### config.mk
export PLATFORM = sky130hd
export DESIGN_NAME = uart_rx_ctrl_flat
export DESIGN_NICKNAME = d
export VERILOG_FILES = /design/src/rtl/uart_pkg.sv /design/src/rtl/uart_rx_ctrl_if.sv /design/src/rtl/uart_edge_bit_counter.sv /design/src/rtl/uart_rx_ctrl.sv /design/src/flat_wrapper.sv
export SDC_FILE = /design/constraint.sdc
export NUM_CORES = 1
export LEC_CHECK = 0
export CAP_MARGIN = 20
export CORE_MARGIN = 5
export CORE_UTILIZATION = 61
export DETAILED_ROUTE_END_ITERATION = 8
export DONT_BUFFER_PORTS = 1
export PLACE_DENSITY = 0.77
export SLEW_MARGIN = 20
export SYNTH_ARGS = -nofsm -noshare
export SYNTH_HDL_FRONTEND = slang
export SYNTH_SLANG_ARGS = --single-unit
### constraint.sdc
create_clock -name CLK -period 2.95 [get_ports CLK]
set_clock_uncertainty 0.1 [all_clocks]
set_input_delay 0.295 -clock CLK [delete_from_list [all_inputs] [get_ports CLK]]
set_output_delay 0.295 -clock CLK [all_outputs]
set_load 0.02 [all_outputs]
### src/rtl/uart_pkg.sv
// Shared types and constants for the UART receive path.
package uart_pkg;

  localparam int unsigned DEF_DATA_WIDTH = 8;

  localparam logic PAR_EVEN = 1'b0;
  localparam logic PAR_ODD  = 1'b1;

  typedef enum logic [2:0] {
    IDLE   = 3'd0,
    START  = 3'd1,
    DATA   = 3'd2,
    PARITY = 3'd3,
    STOP   = 3'd4
  } rx_state_e;

endpackage

### src/rtl/uart_rx_ctrl_if.sv
// Receive controller bus: serial line, configuration, sampler handshake and byte outputs.
interface uart_rx_ctrl_if #(
  parameter int unsigned DATA_WIDTH = 8
) ();
  logic                  RX_IN;
  logic [4:0]            Prescale;
  logic                  PAR_EN;
  logic                  PAR_TYP;
  logic                  sampled_bit;
  logic [3:0]            edge_cnt;
  logic                  dat_samp_en;
  logic                  busy;
  logic [DATA_WIDTH-1:0] P_DATA;
  logic                  data_valid;
  logic                  par_err;
  logic                  stp_err;

  modport master (
    output RX_IN, Prescale, PAR_EN, PAR_TYP, sampled_bit,
    input  edge_cnt, dat_samp_en, busy, P_DATA, data_valid, par_err, stp_err
  );

  modport slave (
    input  RX_IN, Prescale, PAR_EN, PAR_TYP, sampled_bit,
    output edge_cnt, dat_samp_en, busy, P_DATA, data_valid, par_err, stp_err
  );
endinterface

### src/rtl/uart_edge_bit_counter.sv
// Oversampling edge counter with bit-end strobe, plus the frame bit counter.
module uart_edge_bit_counter #(
  parameter int unsigned BIT_CNT_W = 4
) (
  input  logic                 CLK,
  input  logic                 RST,
  input  logic                 enable_i,
  input  logic [4:0]           prescale_i,
  input  logic                 bit_clr_i,
  input  logic                 bit_inc_i,
  output logic [3:0]           edge_cnt_o,
  output logic                 bit_end_o,
  output logic [BIT_CNT_W-1:0] bit_cnt_o
);
  logic [3:0]           edge_q, edge_d;
  logic [BIT_CNT_W-1:0] bit_q, bit_d;
  logic                 last_edge;

  // >= rather than == so an out-of-range Prescale still wraps and cannot stall
  assign last_edge = ({1'b0, edge_q} >= (prescale_i - 5'd1));
  assign bit_end_o = enable_i && last_edge;

  always_comb begin
    edge_d = edge_q;
    if (!enable_i || last_edge) edge_d = '0;
    else                        edge_d = edge_q + 4'd1;
  end

  always_comb begin
    bit_d = bit_q;
    if (bit_clr_i)      bit_d = '0;
    else if (bit_inc_i) bit_d = bit_q + 1'b1;
  end

  always_ff @(posedge CLK or negedge RST) begin
    if (!RST) begin
      edge_q <= '0;
      bit_q  <= '0;
    end else begin
      edge_q <= edge_d;
      bit_q  <= bit_d;
    end
  end

  assign edge_cnt_o = edge_q;
  assign bit_cnt_o  = bit_q;
endmodule

### src/rtl/uart_rx_ctrl.sv
// UART receive controller: frame sequencing, LSB-first deserialization, parity/stop checks.
module uart_rx_ctrl
  import uart_pkg::*;
#(
  parameter int unsigned DATA_WIDTH = DEF_DATA_WIDTH,
  parameter int unsigned BIT_CNT_W  = 4
) (
  input logic          CLK,
  input logic          RST,
  uart_rx_ctrl_if.slave rx
);
  rx_state_e             state_q, state_d;
  logic [DATA_WIDTH-1:0] shift_q, shift_d, pdata_q, pdata_d;
  logic                  pe_q, pe_d, par_en_q, par_en_d, par_typ_q, par_typ_d;
  logic                  dv_q, dv_d, perr_q, perr_d, serr_q, serr_d;
  logic                  cnt_en, bit_end, bit_inc, bit_clr;
  logic [BIT_CNT_W-1:0]  bit_cnt;

  assign cnt_en  = (state_q != IDLE) || !rx.RX_IN;
  assign bit_clr = (state_q == IDLE);

  uart_edge_bit_counter #(.BIT_CNT_W(BIT_CNT_W)) u_cnt (
    .CLK        (CLK),
    .RST        (RST),
    .enable_i   (cnt_en),
    .prescale_i (rx.Prescale),
    .bit_clr_i  (bit_clr),
    .bit_inc_i  (bit_inc),
    .edge_cnt_o (rx.edge_cnt),
    .bit_end_o  (bit_end),
    .bit_cnt_o  (bit_cnt)
  );

  always_comb begin
    state_d   = state_q;
    shift_d   = shift_q;
    pdata_d   = pdata_q;
    pe_d      = pe_q;
    par_en_d  = par_en_q;
    par_typ_d = par_typ_q;
    bit_inc   = 1'b0;
    dv_d      = 1'b0;
    perr_d    = 1'b0;
    serr_d    = 1'b0;
    unique case (state_q)
      IDLE: if (!rx.RX_IN) begin
        state_d   = START;
        pe_d      = 1'b0;
        par_en_d  = rx.PAR_EN;
        par_typ_d = rx.PAR_TYP;
      end
      START: if (bit_end) state_d = rx.sampled_bit ? IDLE : DATA;
      DATA: if (bit_end) begin
        shift_d = {rx.sampled_bit, shift_q[DATA_WIDTH-1:1]};
        bit_inc = 1'b1;
        if (bit_cnt == BIT_CNT_W'(DATA_WIDTH - 1))
          state_d = par_en_q ? PARITY : STOP;
      end
      PARITY: if (bit_end) begin
        pe_d    = rx.sampled_bit != ((^shift_q) ^ (par_typ_q == PAR_ODD));
        state_d = STOP;
      end
      STOP: if (bit_end) begin
        // Flags are registered here so they pulse in the cycle after the stop bit end
        serr_d  = !rx.sampled_bit;
        perr_d  = pe_q;
        dv_d    = rx.sampled_bit && !pe_q;
        if (dv_d) pdata_d = shift_q;
        state_d = IDLE;
      end
      default: state_d = IDLE;
    endcase
  end

  always_ff @(posedge CLK or negedge RST) begin
    if (!RST) begin
      state_q   <= IDLE;
      shift_q   <= '0;
      pdata_q   <= '0;
      pe_q      <= 1'b0;
      par_en_q  <= 1'b0;
      par_typ_q <= 1'b0;
      dv_q      <= 1'b0;
      perr_q    <= 1'b0;
      serr_q    <= 1'b0;
    end else begin
      state_q   <= state_d;
      shift_q   <= shift_d;
      pdata_q   <= pdata_d;
      pe_q      <= pe_d;
      par_en_q  <= par_en_d;
      par_typ_q <= par_typ_d;
      dv_q      <= dv_d;
      perr_q    <= perr_d;
      serr_q    <= serr_d;
    end
  end

  assign rx.busy        = (state_q != IDLE);
  assign rx.dat_samp_en = (state_q != IDLE);
  assign rx.P_DATA      = pdata_q;
  assign rx.data_valid  = dv_q;
  assign rx.par_err     = perr_q;
  assign rx.stp_err     = serr_q;
endmodule

### src/flat_wrapper.sv
// flat-port wrapper written by rule: the top's interface ports become plain ports
module uart_rx_ctrl_flat import uart_pkg::*;
#(
  parameter int unsigned DATA_WIDTH = DEF_DATA_WIDTH,
  parameter int unsigned BIT_CNT_W  = 4
)
  (CLK, RST, rx_RX_IN, rx_Prescale, rx_PAR_EN, rx_PAR_TYP, rx_sampled_bit, rx_edge_cnt, rx_dat_samp_en, rx_busy, rx_P_DATA, rx_data_valid, rx_par_err, rx_stp_err);
  uart_rx_ctrl_if #(.DATA_WIDTH(DATA_WIDTH)) rx_i ();
  input logic CLK;
  input logic RST;
  input wire logic [$bits(rx_i.RX_IN)-1:0] rx_RX_IN;
  input wire logic [$bits(rx_i.Prescale)-1:0] rx_Prescale;
  input wire logic [$bits(rx_i.PAR_EN)-1:0] rx_PAR_EN;
  input wire logic [$bits(rx_i.PAR_TYP)-1:0] rx_PAR_TYP;
  input wire logic [$bits(rx_i.sampled_bit)-1:0] rx_sampled_bit;
  output wire logic [$bits(rx_i.edge_cnt)-1:0] rx_edge_cnt;
  output wire logic [$bits(rx_i.dat_samp_en)-1:0] rx_dat_samp_en;
  output wire logic [$bits(rx_i.busy)-1:0] rx_busy;
  output wire logic [$bits(rx_i.P_DATA)-1:0] rx_P_DATA;
  output wire logic [$bits(rx_i.data_valid)-1:0] rx_data_valid;
  output wire logic [$bits(rx_i.par_err)-1:0] rx_par_err;
  output wire logic [$bits(rx_i.stp_err)-1:0] rx_stp_err;
  assign rx_i.RX_IN = rx_RX_IN;
  assign rx_i.Prescale = rx_Prescale;
  assign rx_i.PAR_EN = rx_PAR_EN;
  assign rx_i.PAR_TYP = rx_PAR_TYP;
  assign rx_i.sampled_bit = rx_sampled_bit;
  assign rx_edge_cnt = rx_i.edge_cnt;
  assign rx_dat_samp_en = rx_i.dat_samp_en;
  assign rx_busy = rx_i.busy;
  assign rx_P_DATA = rx_i.P_DATA;
  assign rx_data_valid = rx_i.data_valid;
  assign rx_par_err = rx_i.par_err;
  assign rx_stp_err = rx_i.stp_err;
  uart_rx_ctrl #(.DATA_WIDTH(DATA_WIDTH), .BIT_CNT_W(BIT_CNT_W)) u_core (.CLK(CLK), .RST(RST), .rx(rx_i));
endmodule
==> impl_metrics.yaml <==
sta:
  finalWorstPathRequiredPeriod_ps: 2550
  drv_slew: 0
  max_slew_margin_pct: 62.2
  worst_slack_ps: 403
  tns_ps: 0
  rsz0062_at_grt: "no"
  tightest_slew_ps: 563
  hold_violations: 0
  setup_viol: 0
  fmax_ghz: 0.393
  fin_crit_sh_pct: 86.3
grt:
  antenna_found_initial: 0
  met1_usage_pct: 21.3
  grt_max_degree: 34
  gr-total-overflow: 0
  met2_usage_pct: 28.3
  grtUsageTotal_pct: 18.0
  gr-max-usage-layer: "met2"
  grtUsageMet3_pct: 7.44
  grt_first_pass_wirelength_mm: 4.88
  grt_pass1_vias: 1072
logic_synthesis:
  syn_nets: 152
  synth_compound_area_share_pct: 5.90
  synthFlopType: "dfrtp_1"
  synth_seq_area_share_pct: 50.5
  synth-edff-count: 0
  netlist_instances: 134
  synth-xor-area-share_pct: 8.04
  yosys.cell_count.top_type: "dfrtp_1"
  yosys.area_share.adder_pct: 5.36
  synth-simple-area-share_pct: 12.9
  yosys-top-cells-area: "dfrtp_1 51%, mux2_2 12%, xnor2_1 7.0%"
  synth_top_family_by_area: "multiplexers"
  ys_warn_count: 0
  async_flop_share_pct: 100
  post-synth-top-area-cell: "dfrtp_1"
  synth.area.mux_share_pct: 14.2
  avgSynthCellArea_um2: 12.2
  netlist_area_mm2: 0.00163
  post-synth-top-area-fraction_pct: 50.5
  ys_types: 32
  synth_seq_cells: 33
  synth_top_cells_by_count: "33 x dfrtp_1, 17 x mux2_2, 13 x xnor2_1"
setup_path:
  arrival_ps: 2670
  rr_startpoint: "u_core.u_cnt.edge_cnt_o[2]"
  crit_type: "flop to flop"
  path_cells: "ha_1 -> o21a_1 -> nor2_1 -> or3_1 -> nor4b_4 -> buf_4 -> mux2_2"
  r2r_setup_slack_ps: 400
  crit_fanout: 9
  start_kind: "flop"
  cp-end-kind: "flop"
  worstReg2RegEnd: "u_core.rx.P_DATA[1]"
  slowest_stage: "dfrtp_1"
  max_stage_delay_ps: 530
  reg2reg_depth: 7
  cp.required_ps: 3070
final_layout:
  regArea_um2: 826
  utilization_pct: 71.2
  fillers: 190
  final-instance-count-excl-fill: 178
  drive_gt1_share_pct: 25.7
  synthToLayoutAreaGrowth_pct: 9.88
  nets: 165
  diodes: 0
  multi_input_area_um2: 764
floorplan:
  rows: 18
  core_area_mm2: 0.00252
  start_util_pct: 64.8
  dieArea_mm2: 0.00381
  pin_count: 28
  die_x_um: 61.8
  die_y_um: 61.8
clocking:
  cts_setup_buffers: 0
  clk_latency_ps: 330
  cts.sink_count: 33
  cts.clk_slew.worst_paths_ps: 100
  clk_path_buf_depth: 2
  cts_root_buf: "clkbuf_4"
  htreeDepth: 2
  ctsResizeCount: 0
  holdBufCountCts: 5
  cts-buffers-inserted: 5
  cts_tree: "yes"
routing:
  via_count: 1044
  ant_nets: 0
  drt-initial-drc-count: 29
  detail_route.wl_per_cell_um: 16.1
  drcViolationCount: 0
  drt-vias-per-instance: 5.87
  first_pass_iters: 4
  routed_wl_mm: 2.86
place:
  io_buffer_count: 0
  gp_congestion: 0.957
  placed_cells: 165
  pre_cts_ws_ps: 249
  dp_hpwl_mm: 2.13
power_and_ir_drop:
  p_leak_nw: 0.854
  total_power_mw: 1.71
  powerDensity_mw_per_mm2: 950
  vdd_drop_max_mv: 0.671
min_path:
  hold_depth: 3
  hp-start: "rx_RX_IN"
  min_path_type: "primary input to flop"
  min_to: "u_core.par_en_q"
flow_run:
  cap_violations: 0
status:
  status: "finished, final reports clean"
-- worst max-delay path by stage --
stage | to | start | cells after the start | slack, ps
floorplan | u_core.rx.P_DATA[0] | rx_Prescale[0] | 10 | 330
global placement | u_core.rx.P_DATA[6] | rx_Prescale[0] | 10 | 310
detailed placement | u_core.rx.P_DATA[5] | rx_Prescale[0] | 10 | 250
CTS | u_core.rx.P_DATA[3] | u_core.u_cnt.edge_cnt_o[2] | 7 | 380
global route | u_core.rx.P_DATA[2] | u_core.u_cnt.edge_cnt_o[2] | 7 | 260
finish | u_core.rx.P_DATA[1] | u_core.u_cnt.edge_cnt_o[2] | 7 | 400
-- cell type report --
type                    count  share of cell area (%)
clock buffers               6                    2.30
clock inverters             2                   0.557
inverters                   7                    1.46
multi-input cells          91                    42.6
flip-flops and latches     33                    46.0
well taps                  30                    2.09
repair buffers              9                    5.02
-- where the power goes --
group | switching, mW | internal (mW) | total (mW)
combinational | 0.334 | 0.393 | 0.726
clock | 0.147 | 0.0906 | 0.238
sequential | 0.157 | 0.585 | 0.741
total | 0.637 | 1.07 | 1.71
-- through the flow --
step / hold WS, ps / instance area [µm²]
final: 88.2 / 1800
after global routing: 82.7 / 1800
after CTS: 77.4 / 1800
after detailed placement: -99.7 / 1680
after global placement: -99.6 / 1680
after floorplan: -101 / 1630
-- flip-flops by register name, summed over array words and instances, names as in the netlist --
name / count
u_core.u_cnt.bit_cnt_o: 4
u_core.rx.data_valid: 1
u_core.rx.stp_err: 1
u_core.u_cnt.edge_cnt_o: 4
u_core.rx.P_DATA: 8
u_core.rx.par_err: 1
u_core.pe_q: 1
u_core.par_en_q: 1
u_core.state_q: 3
u_core.par_typ_q: 1
u_core.shift_q: 8
-- layout by cell type, fill, tap and decap left out, drive strengths merged, types with 5 or more instances in the layout --
| cell type | instances |
|---|---|
| xnor2 | 13 |
| nor3 | 6 |
| mux2 | 17 |
| clkbuf | 6 |
| buf | 5 |
| and3 | 5 |
| dfrtp | 33 |
| nand2 | 8 |
| nor2 | 6 |
| ha | 7 |
| inv | 7 |
-- critical path, delay by kind of cell (launching register included) --
kind,cells,cell delay [ps]
adders and majority gates,1,280
AOI/OAI and AO/OA,1,140
DFF,1,530
and+or+nand+nor,3,840
muxes,1,340
buffers and inverters,1,210
-- per-layer routing --
layer | vias up | wire (µm) | part of all wire (%)
li1 | 490 | - | -
met1 | 504 | 1220 | 43
met2 | 41 | 1310 | 46
met3 | 9 | 255 | 8.9
met4 | 0 | 67 | 2.3
met5 | - | 0 | 0
-- kinds of logic (layout without fill, tap and decap cells) --
group / count (synthesis) / in the layout
simple gates: 36 / 36
flops: 33 / 33
fa+ha+maj: 7 / 7
buf+inv: 10 / 24
mux: 21 / 21
xor+xnor: 15 / 15
compound gates: 12 / 12
Note: power is estimated with default switching activity, not from simulation.
